==> src/rtl/sipo_deser.sv <==
`default_nettype none
// ============================================================================
// Module   : sipo_deser
// Purpose  : Serial-in / parallel-out deserializer. Collects a registered
//            single-bit stream, MSB first, into WIDTH-bit words and presents
//            each completed word in a holding register with a valid/ready
//            handshake. A sticky overrun flag records words dropped because
//            the holding register was full. An even-parity check per frame
//            is available when the SIPO_PARITY_EN macro is defined.
// Ports    : clk        - rising-edge clock
//            reset      - asynchronous reset, active-high
//            s_in       - serial data bit
//            s_valid    - s_in is sampled on this edge when high
//            clear      - synchronous abort of partial word and overrun flag
//            p_data     - completed word (first received bit in the MSB)
//            p_valid    - p_data holds an unconsumed word
//            p_ready    - consumer accepts p_data when p_valid is also high
//            busy       - partial word in progress
//            overrun    - sticky, a completed word was dropped
//            parity_err - parity status of p_data (SIPO_PARITY_EN only)
// Config   : SIPO_PARITY_EN - adds the PAR state and the parity_err port;
//            each frame becomes WIDTH data bits plus one even-parity bit.
// Revision : 1.0 - initial release
// ============================================================================
module sipo_deser #(
    parameter int WIDTH = 8
) (
    input  logic             clk,
    input  logic             reset,
    input  logic             s_in,
    input  logic             s_valid,
    input  logic             clear,
    output logic [WIDTH-1:0] p_data,
    output logic             p_valid,
    input  logic             p_ready,
    output logic             busy,
    output logic             overrun
`ifdef SIPO_PARITY_EN
    ,
    output logic             parity_err
`endif
);

    localparam int            CW     = $clog2(WIDTH);
    localparam logic [CW-1:0] c_last = CW'(WIDTH - 1);

    // Only WIDTH-1 bits of history are needed: the last bit of a word comes
    // straight from s_in on the completing edge.
    logic [WIDTH-2:0] r_sh;
    logic [CW-1:0]    r_cnt;
    logic [WIDTH-2:0] w_sh_nxt;
    logic [CW-1:0]    w_cnt_nxt;
    logic [WIDTH-1:0] w_word;
    logic             w_offer;
    logic [WIDTH-1:0] w_offer_word;

`ifdef SIPO_PARITY_EN
    localparam logic [0:0] S_SHIFT = 1'b0;
    localparam logic [0:0] S_PAR   = 1'b1;

    logic [0:0]       r_state;
    logic [0:0]       w_state_nxt;
    logic [WIDTH-1:0] r_word;
    logic [WIDTH-1:0] w_word_nxt;
    logic             w_offer_perr;
`endif

    assign w_word = {r_sh, s_in};

    // ------------------------------------------------------------------
    // Next-state / offer logic
    // ------------------------------------------------------------------
    always_comb begin
        w_sh_nxt     = r_sh;
        w_cnt_nxt    = r_cnt;
        w_offer      = 1'b0;
        w_offer_word = w_word;
`ifdef SIPO_PARITY_EN
        w_state_nxt  = r_state;
        w_word_nxt   = r_word;
        w_offer_perr = 1'b0;
`endif
        if (clear) begin
            // clear wins over s_valid: nothing is sampled on this edge
            w_sh_nxt    = '0;
            w_cnt_nxt   = '0;
`ifdef SIPO_PARITY_EN
            w_state_nxt = S_SHIFT;
`endif
        end else if (s_valid) begin
`ifdef SIPO_PARITY_EN
            if (r_state == S_PAR) begin
                // s_in is the even-parity bit for the latched word
                w_offer      = 1'b1;
                w_offer_word = r_word;
                w_offer_perr = (^r_word) ^ s_in;
                w_state_nxt  = S_SHIFT;
            end else begin
`endif
                w_sh_nxt = w_word[WIDTH-2:0];
                if (r_cnt == c_last) begin
                    w_cnt_nxt = '0;
`ifdef SIPO_PARITY_EN
                    w_word_nxt  = w_word;
                    w_state_nxt = S_PAR;
`else
                    w_offer     = 1'b1;
`endif
                end else begin
                    w_cnt_nxt = r_cnt + CW'(1);
                end
`ifdef SIPO_PARITY_EN
            end
`endif
        end
    end

    // ------------------------------------------------------------------
    // Shift register, bit count and state register
    // ------------------------------------------------------------------
    always_ff @(posedge clk or posedge reset) begin
        if (reset) begin
            r_sh    <= '0;
            r_cnt   <= '0;
`ifdef SIPO_PARITY_EN
            r_state <= S_SHIFT;
            r_word  <= '0;
`endif
        end else begin
            r_sh    <= w_sh_nxt;
            r_cnt   <= w_cnt_nxt;
`ifdef SIPO_PARITY_EN
            r_state <= w_state_nxt;
            r_word  <= w_word_nxt;
`endif
        end
    end

    // ------------------------------------------------------------------
    // Holding register with valid/ready handshake and overrun flag.
    // An offered word is accepted if the register is empty or is being
    // drained on this same edge, which sustains one word per frame.
    // ------------------------------------------------------------------
    always_ff @(posedge clk or posedge reset) begin
        if (reset) begin
            p_data     <= '0;
            p_valid    <= 1'b0;
            overrun    <= 1'b0;
`ifdef SIPO_PARITY_EN
            parity_err <= 1'b0;
`endif
        end else begin
            if (clear) begin
                overrun <= 1'b0;
            end
            if (w_offer) begin
                if (!p_valid || p_ready) begin
                    p_data     <= w_offer_word;
                    p_valid    <= 1'b1;
`ifdef SIPO_PARITY_EN
                    parity_err <= w_offer_perr;
`endif
                end else begin
                    overrun <= 1'b1;
                end
            end else if (p_valid && p_ready) begin
                p_valid <= 1'b0;
            end
        end
    end

`ifdef SIPO_PARITY_EN
    assign busy = (r_cnt != '0) || (r_state == S_PAR);
`else
    assign busy = (r_cnt != '0);
`endif

endmodule
`default_nettype wire
==> config.mk <==
export PLATFORM = sky130hd
export DESIGN_NAME = sipo_deser
export DESIGN_NICKNAME = d
export VERILOG_FILES = /design/src/rtl/sipo_deser.sv
export SDC_FILE = /design/constraint.sdc
export NUM_CORES = 1
export LEC_CHECK = 0
export CAP_MARGIN = 20
export CORE_MARGIN = 4
export CORE_UTILIZATION = 30
export CTS_CLUSTER_DIAMETER = 120
export DETAILED_ROUTE_END_ITERATION = 12
export HOLD_SLACK_MARGIN = 0.1
export PLACE_DENSITY = 0.6
export SYNTH_ARGS = -nofsm -noshare
export SYNTH_HDL_FRONTEND = slang
export SYNTH_SLANG_ARGS = --single-unit
==> constraint.sdc <==
create_clock -name clk -period 1.5 [get_ports clk]
set_input_delay 0.15 -clock clk [delete_from_list [all_inputs] [get_ports clk]]
set_output_delay 0.15 -clock clk [all_outputs]
set_load 0.02 [all_outputs]
### Word-level counts from Yosys, hierarchy flattened

Index checks and enable logic that the tools add are counted.

| storage, ports and cells | value |
|---|---|
| output and inout port bits | 11 |
| register bits after elaboration | 20 |
| bits of input ports | 6 |

| cells by class | value |
|---|---|
| mux-type cells | 14 |
| reductions and logical operators | 8 |
| $add $sub $neg | 1 |
| equal/unequal tests | 2 |

Operator list:

| cell | number |
|---|---|
| 2-to-1 mux 7 bit | 2 |
| 2-to-1 mux 1 bit | 9 |
| 2-to-1 mux 3 bit | 3 |
| AND reduction 2 bit | 2 |
| nonzero test 2 bit | 2 |
| adder 3 x 1 -> 3 bit, second input constant | 1 |
| == test 3 bit, second input constant | 1 |
| nonzero test 3 bit | 1 |
| != test 2 x 1 -> 1 bit, second input constant | 1 |
| logical AND 1 bit | 1 |
| logical NOT 1 bit | 1 |
| logical OR 1 bit | 1 |

### Depth between registers and ports, before layout

Gate-level depths: netlist of the first run.

| depth | value |
|---|---|
| word-level depth | 6 |
| depth in mapped cells | 5 |
| mapped depth without buffers | 5 |

### Worst setup path before layout of the first run

Ideal clock, no wire load.

| path | value |
|---|---|
| kind | register to register |
| from | reg r_cnt[0] |
| to | reg p_data[0] |
| library setup time | 0.125 ns |
| stages on the path, launching flop included | 6 |
| path buffers | 0 |
| required time | 1.375 ns |
| arrival time | 1.399 ns |
| slack | -0.024 ns |
| cells stage by stage | dfrtp_1 -> ha_1 -> ha_1 -> nand2_1 -> nor3_4 -> mux2_2 |

| on the way | value |
|---|---|
| longest elaborated chain between the ends | 5 |

RTL lines:

| element | RTL line | source |
|---|---|---|
| start, declared | 50 | `logic [CW-1:0] r_cnt;` |
| start signal, assigned | 131 | `r_cnt <= w_cnt_nxt;` |
| == test 3 bit | 101 | `if (r_cnt == c_last) begin` |
| 2-to-1 mux 1 bit | 101 |  |
| 2-to-1 mux 1 bit | 90 | `end else if (s_valid) begin` |
| 2-to-1 mux 1 bit | 83 | `if (clear) begin` |
| AND reduction 2 bit (no line) | - |  |
| end signal, assigned | 158 | `p_data <= w_offer_word;` |
| end, declared | 33 | `output logic [WIDTH-1:0] p_data,` |

No other way between the ends.
A chain may end at the register's enable or synchronous reset.

### Worst setup path after layout of the first run

| path | value |
|---|---|
| from | reg r_cnt[1] |
| to | reg p_data[3] |

The elaborated chain is that of the path after synthesis.

==> impl_metrics.ini, run 1 <==
[clocking]
cts_tree = built
clockRootBuffer = clkbuf_4
clock-sinks = 20
clk_path_buf_depth = 2
h-tree-depth = 1
numCtsBuffers = 3
path_clk_slew_ns = 0.12
worstSkewPairLatency_ns = 0.31
cts_hold_buf = 0

[synthesis]
ys_types = 14
synth_simple_gate_area_share_pct = 9.24
synth_compound_area_share_pct = 1.64
synth_xor_area_share_pct = 0
ys_ff_latch = 20
yosys_warnings = 0
synth_top_family_by_area = multiplexers
synth_fa_ha_area_share_pct = 4.47
muxShareOfSynthArea_pct = 22.7
ys_seq_area_share_pct = 59.6
syn_area_um2 = 840
postSynthCellCount = 64
avgSynthCellArea_um2 = 13.1
syn_nets = 73

[timing]
rsz0062_at_grt = yes
hold_violations = 0
fin_tns_setup_ns = -0.497
drv_slew = 0
hold_ws_ns = 0.157
max_slew.worst_pin.slew_ns = 0.297
fin_skew_ns = 0.00597
max_freq_mhz = 639
post-route-min-period_ns = 1.56
setup_viol = 8
setup_slack_ns = -0.0637
finalCritPeriodShare_pct = 104
slew_headroom_pct = 80.1

[global_route]
antenna_found_initial = 0
gr-total-overflow = 0
first_global_vias = 628
track_usage_pct = 10.3
grt_pass1_wl_mm = 2.79
grt_max_degree = 21

[power]
peakVddDrop_v = 0.000677
power_per_cell_area_nw_per_um2 = 889
total_power_mw = 1.09
leakage_nw = 0.616

[place]
globalplace.congestion = 0.697
portBuffers = 16
hpwl_mm = 1.06
post-place-ws_ns = -0.0304

[floorplanning]
fp.dieArea_um2 = 3710
rows = 18
ios = 17
die_x_um = 60.9
die_h_um = 60.9
initial_core_util_pct = 32.7
core_region_area_um2 = 2570

[critical_path]
cp_top_family = flip-flops
worstSetupEndpointType = flip-flop
critPathKind = reg -> reg
cp-start-kind = flip-flop
path_cells = ha_2, ha_4, nand2_4, nor3_4, buf_12, mux2_4
crit_path_top_delay_cell = dfrtp_1
path_buf_inv = 1
cp_data_required_time_ns = 1.70
critPathArrivalTime_ns = 1.76
cp_max_fo = 8
cp_slowest_stage_delay_ns = 0.38

[layout]
area_delta_synth_final_pct = 46.2
drive_gt1_share_pct = 30.4
nFillCells = 243
antennaDiodeCount = 0
final_common_cell = dfrtp_1
nNetsFinal = 102
mostFrequentLayoutCells = dfrtp_1, clkdlybuf4s50_1, nor2_1, mux2i_1, buf_4

[job]
drv_cap = 0

[route]
wirelength_mm = 1.67
vias = 566
drt_iter0_drc = 10
vias_per_cell = 4.64
firstDrtPassIters = 4
drc_errors = 0
drtAntennaViolNets = 0
routedWlPerCell_um = 13.7

[worst_hold_path]
hold_class = in -> async

[run_status]
outcome = complete, but fails checks
violations = setup timing
per-stage QoR:
stage / instance area (µm²) / util, % / instances
global placement: 1100 / 42.9 / 116
CTS: 1170 / 45.4 / 121
detailed placement: 1100 / 42.9 / 116
floorplan: 840 / - / 64
finish: 1230 / 47.8 / 122
global route: 1230 / 47.8 / 122
worst reg2reg max path, delay by kind of cell (launching register included):
| family | cells | cell delay, ns |
|---|---|---|
| flip-flops | 1 | 0.38 |
| adder cells (fa/ha/maj) | 2 | 0.34 |
| multiplexers | 1 | 0.30 |
| AND/OR/NAND/NOR | 2 | 0.28 |
| buffers and inverters | 1 | 0.16 |
state kept, by name, indices dropped and copies added (netlist names):
signal   flops
r_cnt        3
overrun      1
p_valid      1
p_data       8
r_sh         7
worst paths after layout:
path                           from        end  slack, ns  cells past startpoint
setup / recovery           r_cnt[1]  p_data[3]      -0.06                      6
hold / removal                reset    r_sh[6]       0.16                      3
setup reg to reg           r_cnt[1]  p_data[3]      -0.06                      6
hold reg to reg             overrun    overrun       0.51                      2
max in group asynchronous     reset   r_cnt[1]       1.13                      3
min in group clk               s_in    r_sh[0]       0.51                      3
layout make-up:
class	count	area (µm²)	area share (%)
Clock inverter	1	30.0	2.45
Sequential cell	20	500	40.8
Timing Repair Buffer	26	251	20.5
Inverter	3	11.3	0.917
Clock buffer	3	22.5	1.83
Tap cell	30	37.5	3.06
Multi-Input combinational cell	39	374	30.5
synth_stat cells:
cell,number,area (µm²)
ha_1,3,37.5
mux2_2,8,90.1
o21bai_1,1,7.51
inv_1,3,11.3
nor3_4,1,16.3
nand2_1,1,3.75
buf_2,1,5.00
dfrtp_1,20,500
nor2_1,12,45.0
clkbuf_1,1,3.75
mux2i_1,10,100
a31oi_1,1,6.26
nor2b_1,1,6.26
nand2b_1,1,6.26
power by group:
group          total, mW  internal (mW)  switching [mW]
registers          0.553          0.547         0.00582
logic             0.0958         0.0466          0.0492
clock network      0.442          0.270           0.172
layer usage:
| metal | track usage [%] | vias to the layer above | share of wire, % |
|---|---|---|---|
| met5 | 0 | - | 0 |
| met4 | 4.33 | 0 | 3.1 |
| met3 | 4.26 | 4 | 5.9 |
| met2 | 16.6 | 15 | 46 |
| li1 | - | 268 | - |
| met1 | 12.1 | 279 | 45 |
cell families after synthesis:
kind of cell / count (synthesis)
AO/OA/AOI/OAI: 2
flip-flops: 20
buffers and inverters: 5
multiplexers: 18
AND/OR/NAND/NOR: 16
adder cells (fa/ha/maj): 3
timing repair:
item / in CTS / in global routing
buffers inserted: 1 / 1
pin swaps: 0 / 3
endpoints found under the setup margin: 9 / 9
gates resized for setup: 4 / 17
Power figures use the tool's default switching activity.
==> run 2, diff against run 1 <==
--- a/config.mk
+++ b/config.mk
@@ -8,6 +8,7 @@
 export CAP_MARGIN = 20
 export CORE_MARGIN = 4
 export CORE_UTILIZATION = 30
+export CTS_BUF_LIST = sky130_fd_sc_hd__clkbuf_8
 export CTS_CLUSTER_DIAMETER = 120
 export DETAILED_ROUTE_END_ITERATION = 12
 export HOLD_SLACK_MARGIN = 0.1
==> constraint.sdc (replaced) <==
create_clock -name clk -period 1.5 [get_ports clk]
set_input_delay 0.15 -clock clk [delete_from_list [all_inputs] [get_ports clk]]
set_output_delay 0.15 -clock clk [all_outputs]
set_load 0.1 [all_outputs]
==> run 2 against run 1 <==
  * Critical path depth stayed put
  * Routed wire length decreased by 1.1%
  * Largest power group unchanged
  * The flow now finishes without violations
  * Sequential power about the same
  * Highest routed layer unchanged
  * Clock power up 22%
==> impl_metrics.ini, run 2 (synthesized netlist as in run 1, its figures left out) <==
[run_status]
outcome = finished, final reports clean

[global_route]
antenna_found_initial = 0
grt_max_degree = 21
grt_pass1_wl_mm = 2.84
first_global_vias = 637
track_usage_pct = 10.7
gr-total-overflow = 0

[route]
firstDrtPassIters = 4
drt_iter0_drc = 8
drc_errors = 0
drtAntennaViolNets = 0
routedWlPerCell_um = 13.5
vias_per_cell = 4.59
vias = 560
wirelength_mm = 1.65

[floorplanning]
die_h_um = 60.9
core_region_area_um2 = 2570
rows = 18
die_x_um = 60.9
ios = 17
initial_core_util_pct = 32.7
fp.dieArea_um2 = 3710

[timing]
slew_headroom_pct = 82.8
drv_slew = 0
rsz0062_at_grt = yes
max_freq_mhz = 679
setup_slack_ns = 0.0264
fin_skew_ns = 0.00457
hold_violations = 0
post-route-min-period_ns = 1.47
setup_viol = 0
finalCritPeriodShare_pct = 98.2
max_slew.worst_pin.slew_ns = 0.258

[layout]
largest_register_ffs = 8
fin_util_pct = 53.0
top_register = p_data
antennaDiodeCount = 0
area_delta_synth_final_pct = 62.1
final_common_cell = dfrtp_1
drive_gt1_share_pct = 42.4
top_regs = p_data (8), r_sh (7), r_cnt (3)
mostFrequentLayoutCells = dfrtp_1, nor2_1, buf_12, mux2i_1, buf_4
nNetsFinal = 102

[clocking]
h-tree-depth = 1
clock-sinks = 20
path_clk_slew_ns = 0.08
clk_path_buf_depth = 2
numCtsBuffers = 3
clockRootBuffer = clkbuf_8
worstSkewPairLatency_ns = 0.26
cts_hold_buf = 0
cts_tree = built

[place]
hpwl_mm = 1.07
post-place-ws_ns = -0.0372
globalplace.congestion = 0.672
portBuffers = 16

[critical_path]
rr_worst_depth = 6
cp-start-kind = flip-flop
r2r_end = p_data[7]
critPathKind = reg -> reg
cp_max_fo = 8
cp_data_required_time_ns = 1.64
reg2reg_slack_ns = 0.03
cp_slowest_stage_delay_ns = 0.36
crit_path_top_delay_cell = dfrtp_1
critPathArrivalTime_ns = 1.62
worstSetupEndpointType = flip-flop
r2r_start = r_cnt[0]
path_cells = ha_2, ha_4, nand2_4, nor3_4, buf_12, mux2_4

[power]
peakVddDrop_v = 0.000932
leakage_nw = 0.653
power_per_cell_area_nw_per_um2 = 896

[job]
drv_cap = 0

[worst_hold_path]
hold_class = in -> async
[run 2: cell count changes in the layout (fill, tap and decap cells not counted), moves of 3 or more]
| cell | change |
|---|---|
| clkbuf_4 | -3 |
| clkbuf_8 | +3 |
| buf_12 | +11 |
| clkdlybuf4s50_1 | -9 |
[run 2: power breakdown]
| group | internal [mW] | switching (mW) |
|---|---|---|
| combinational | 0.0543 | 0.0750 |
| clock | 0.356 | 0.182 |
| sequential | 0.547 | 0.00588 |
[run 2: per-stage QoR]
stage | hold slack, ns | area (µm²) | TNS [ns] | std cells | total power [mW]
global placement | 0.496 | 1220 | -0.221 | 116 | 0.690
floorplan | 0.114 | 851 | -0.791 | 64 | 0.634
CTS | 0.226 | 1350 | -0.424 | 121 | 1.23
finish | 0.216 | 1360 | 0 | 122 | 1.22
global route | 0.252 | 1360 | -0.415 | 122 | 1.26
detailed placement | 0.501 | 1220 | -0.265 | 116 | 0.691
[run 2: layout make-up]
| cell class | count | area [µm²] |
|---|---|---|
| Inverter | 3 | 11.3 |
| Timing Repair Buffer | 26 | 358 |
| Clock inverter | 1 | 30.0 |
| Multi-Input combinational cell | 39 | 379 |
| Fill cell | 235 | 1210 |
| Tap cell | 30 | 37.5 |
| Clock buffer | 3 | 41.3 |
| Sequential cell | 20 | 504 |
[run 2: repair_timing]
action | CTS | global route
buffers inserted | 1 | 1
gates cloned | 0 | 0
resized for setup | 13 | 0
setup endpoints to repair | 8 | 8
hold endpoints to repair | 0 | 0
pin swaps | 2 | 2
[run 2: worst max path at each step]
stage                   from        end
floorplan            p_valid  p_data[0]
global placement     p_ready  p_data[1]
detailed placement  r_cnt[0]  p_data[2]
CTS                 r_cnt[1]  p_data[2]
global route        r_cnt[1]  p_data[7]
finish              r_cnt[0]  p_data[7]
[run 2: worst max-delay path, delay by kind of cell (launching register included)]
family,cells,cell delay [ns]
DFF,1,0.36
and+or+nand+nor,2,0.20
adders and majority gates,2,0.34
muxes,1,0.30
buffers and inverters,1,0.17
[run 2: layer usage]
layer	global-route usage (%)	part of all wire (%)	vias to the layer above	wire [µm]
li1	-	-	268	-
met1	12.7	46	278	765
met2	17.4	46	12	763
met3	4.68	6.2	2	103
met4	3.41	0.97	0	16
met5	0	0	-	0
